**src/rtl/posit_chk_delay.sv**
```systemverilog
// LAT-deep delay line carrying the golden value and a valid tag alongside the DUT pipeline.
module posit_chk_delay #(
  parameter int unsigned N   = 32,
  parameter int unsigned LAT = 1
) (
  input  logic         clk_i,
  input  logic         rst_ni,
  input  logic         valid_i,
  input  logic [N-1:0] data_i,
  output logic [N-1:0] data_o,
  output logic         tag_o,
  output logic         pending_o
);

  logic [N-1:0]   data_q [LAT];
  logic [N-1:0]   data_d [LAT];
  logic [LAT-1:0] tag_q;
  logic [LAT-1:0] tag_d;

  always_comb begin
    data_d[0] = data_i;
    tag_d     = '0;
    tag_d[0]  = valid_i;
    for (int i = 1; i < LAT; i++) begin
      data_d[i] = data_q[i-1];
      tag_d[i]  = tag_q[i-1];
    end
  end

  // Tags still in flight once the head entry has been consumed this cycle.
  always_comb begin
    pending_o = 1'b0;
    for (int i = 0; i < LAT - 1; i++) begin
      pending_o = pending_o | tag_q[i];
    end
  end

  always_ff @(posedge clk_i) begin
    if (!rst_ni) begin
      tag_q <= '0;
      for (int i = 0; i < LAT; i++) begin
        data_q[i] <= '0;
      end
    end else begin
      tag_q  <= tag_d;
      data_q <= data_d;
    end
  end

  assign data_o = data_q[LAT-1];
  assign tag_o  = tag_q[LAT-1];

endmodule

```
**config.mk**
```make
export PLATFORM = sky130hd
export DESIGN_NAME = posit_chk_delay
export DESIGN_NICKNAME = d
export VERILOG_FILES = /design/src/rtl/posit_chk_delay.sv
export SDC_FILE = /design/constraint.sdc
export NUM_CORES = 1
export LEC_CHECK = 0
export CAP_MARGIN = 20
export CORE_MARGIN = 3
export CORE_UTILIZATION = 33
export CTS_CLUSTER_SIZE = 25
export DETAILED_ROUTE_END_ITERATION = 8
export PLACE_DENSITY = 0.78
export SYNTH_ARGS = -nofsm -noshare
export SYNTH_HDL_FRONTEND = slang
export SYNTH_SLANG_ARGS = --single-unit
```
**constraint.sdc**
```tcl
create_clock -name clk_i -period 0.8 [get_ports clk_i]
set_input_delay 0.16 -clock clk_i [delete_from_list [all_inputs] [get_ports clk_i]]
set_output_delay 0.16 -clock clk_i [all_outputs]
set_load 0.05 [all_outputs]
```
==> flow_summary.ini <==
[status]
outcome = finished with violations
violations_in_the_final_reports = setup timing

[cells_and_area]
final_design_area_no_fill_um2 = 2060
layout-drive-gt1-share_pct = 75.0
layout_common_cells = 34 x sky130_fd_sc_hd__clkdlybuf4s50_1, 33 x sky130_fd_sc_hd__and2_2, 33 x sky130_fd_sc_hd__dfxtp_2, 33 x sky130_fd_sc_hd__buf_12, 5 x sky130_fd_sc_hd__clkbuf_4
area_growth_syn_to_layout_pct = 120
nNetsFinal = 178
fillerInstances = 171
final_cell_count_no_fill = 174
antenna-diode-count = 0
finalCoreUtilization_pct = 79.5
leading_cell_type_in_the_layout_fill_and_taps_excluded = sky130_fd_sc_hd__clkdlybuf4s50_1

[clocking]
clock_root_buffer = sky130_fd_sc_hd__clkbuf_4
clk_pin_slew_worst_paths_ns = 0.10
cts.sink_count = 33
tritoncts_clock_tree = built
cts-htree-levels = 2
clock_tree.buffer_depth = 2
cts-buffers-inserted = 5
post_cts_setup_buffer_count = 0
cts_hold_buf = 0

[route]
post-route-drc-count = 0
wl_per_cell_um = 14.3
num_vias = 714
drt-total-wl_um = 2490
drt_pre_antenna_iters = 3
post_drt_via_cell_ratio = 4.10
drt_iter0_markers = 8
antenna_violating_nets_post_route = 0

[synth]
synth-warning-count = 0
syn_avg_cell_area_um2 = 13.2
netlist_instances = 71
post_synth_num_cell_types = 5
synth-seq-cells = 33
ys_seq_area_share_pct = 70.7
synthesis.nets = 106
synth_area_um2 = 935

[die]
die_width_um = 59.2
dieArea_um2 = 3510
floorplan.io_pins = 69
core-area_um2 = 2590
core.rowCount = 18
initial_utilization_pct = 36.1
fp.dieH_um = 59.2

[placement]
worst_setup_slack_post_dpl_ns = -0.284
place.detailed.hpwl_um = 1970
postPlaceCellArea_um2 = 1970
place.port_buffers = 67
final_replace_weighted_congestion = 0.642
dpl.cell_count = 166

[grt]
grt_max_degree = 18
first_global_vias = 774
globalRouteTotalUtil_pct = 16.0
wire_length_of_the_first_global_routing_pass_um = 3820
number_of_antenna_violations_at_the_first_check_in_global_routing = 0
grt.overflow.total = 0

[timing]
timing.final.crit_share_pct = 123
timing.final.max_slew_violations = 0
tns_ns = -5.61
timing.final.setup_violations = 33
rsz0062_at_grt = yes
maxClockFrequency_ghz = 1.02
timing.final.hold_violations = 0
period_minus_slack_ns = 0.983
hold-worst-slack_ns = 0.408
worst_slack_ns = -0.183

[worst_setup_path]
path_class = flop to primary output
cpLargestDelayFamily = flip-flops
crit_chain = buf_12
slowest_cell_on_crit_path = sky130_fd_sc_hd__dfxtp_2
worstSetupEndpointType = primary output
cpPeakStageDelay_ns = 0.36
required_ns = 0.64
crit_path_start_kind = flop
cp.arrival_ns = 0.82
timing.critical_path.fanout_max = 1
critical_path_buf_inv_count = 1

[pwr]
power.static_leakage_nw = 0.862
power-per-cell-area_nw_per_um2 = 1760
power.ir.vdd_worst_v = 0.00146
finalPower_mw = 3.63

[min_path]
worstHoldPathType = input port to flop

[run]
cap_violations = 0
[logic make-up after synthesis]
logic type,count (synthesis),synth area share (%)
buffers and inverters,4,2.41
and+or+nand+nor,33,26.5
DFF,33,70.7
other,1,0.401
[report_power, final]
part / internal, mW / leakage (nW) / switching (mW) / total [mW]
Clock: 0.334 / 0.0320 / 0.525 / 0.859
Sequential: 1.75 / 0.284 / 0.0719 / 1.82
Combinational: 0.534 / 0.546 / 0.414 / 0.947
Total: 2.62 / 0.862 / 1.01 / 3.63
[final cells by class]
cell class,instances,area (um2),area share (%)
clock inverter,2,10.0,0.486
clock buffer,6,41.3,2.01
multi-input combinational,34,251,12.2
sequential,33,702,34.1
tap,30,37.5,1.82
timing repair buffer,69,1020,49.4
[Yosys cell counts (all sizes together)]
| master | number | area, um2 |
|---|---|---|
| and2 | 33 | 248 |
| buf | 1 | 7.51 |
| clkbuf | 3 | 15.0 |
| conb | 1 | 3.75 |
| dfxtp | 33 | 661 |
[worst paths after layout]
kind / from / end / slack, ns / cells past startpoint
worst max-delay path: data_o[15] / data_o[15] / -0.18 / 1
worst min-delay path: data_i[30] / data_o[30] / 0.41 / 2
[flip-flops by register name (all words and copies together) (netlist names)]
signal / flops
data_o: 32
tag_o: 1
[layer usage]
metal	vias up	wire, um	GRT usage [%]	share of wire, %
met5	-	0	0	0
met4	0	65	11.7	2.6
met3	5	251	5.66	10
met2	38	1430	29.8	57
met1	318	742	13.7	30
li1	353	-	-	-
[timing repair]
item,CTS,global route
gates cloned,0,0
gates resized for setup,33,0
setup endpoints to repair,33,33
pin swaps,0,0
Note: power is estimated with default switching activity, not from simulation.
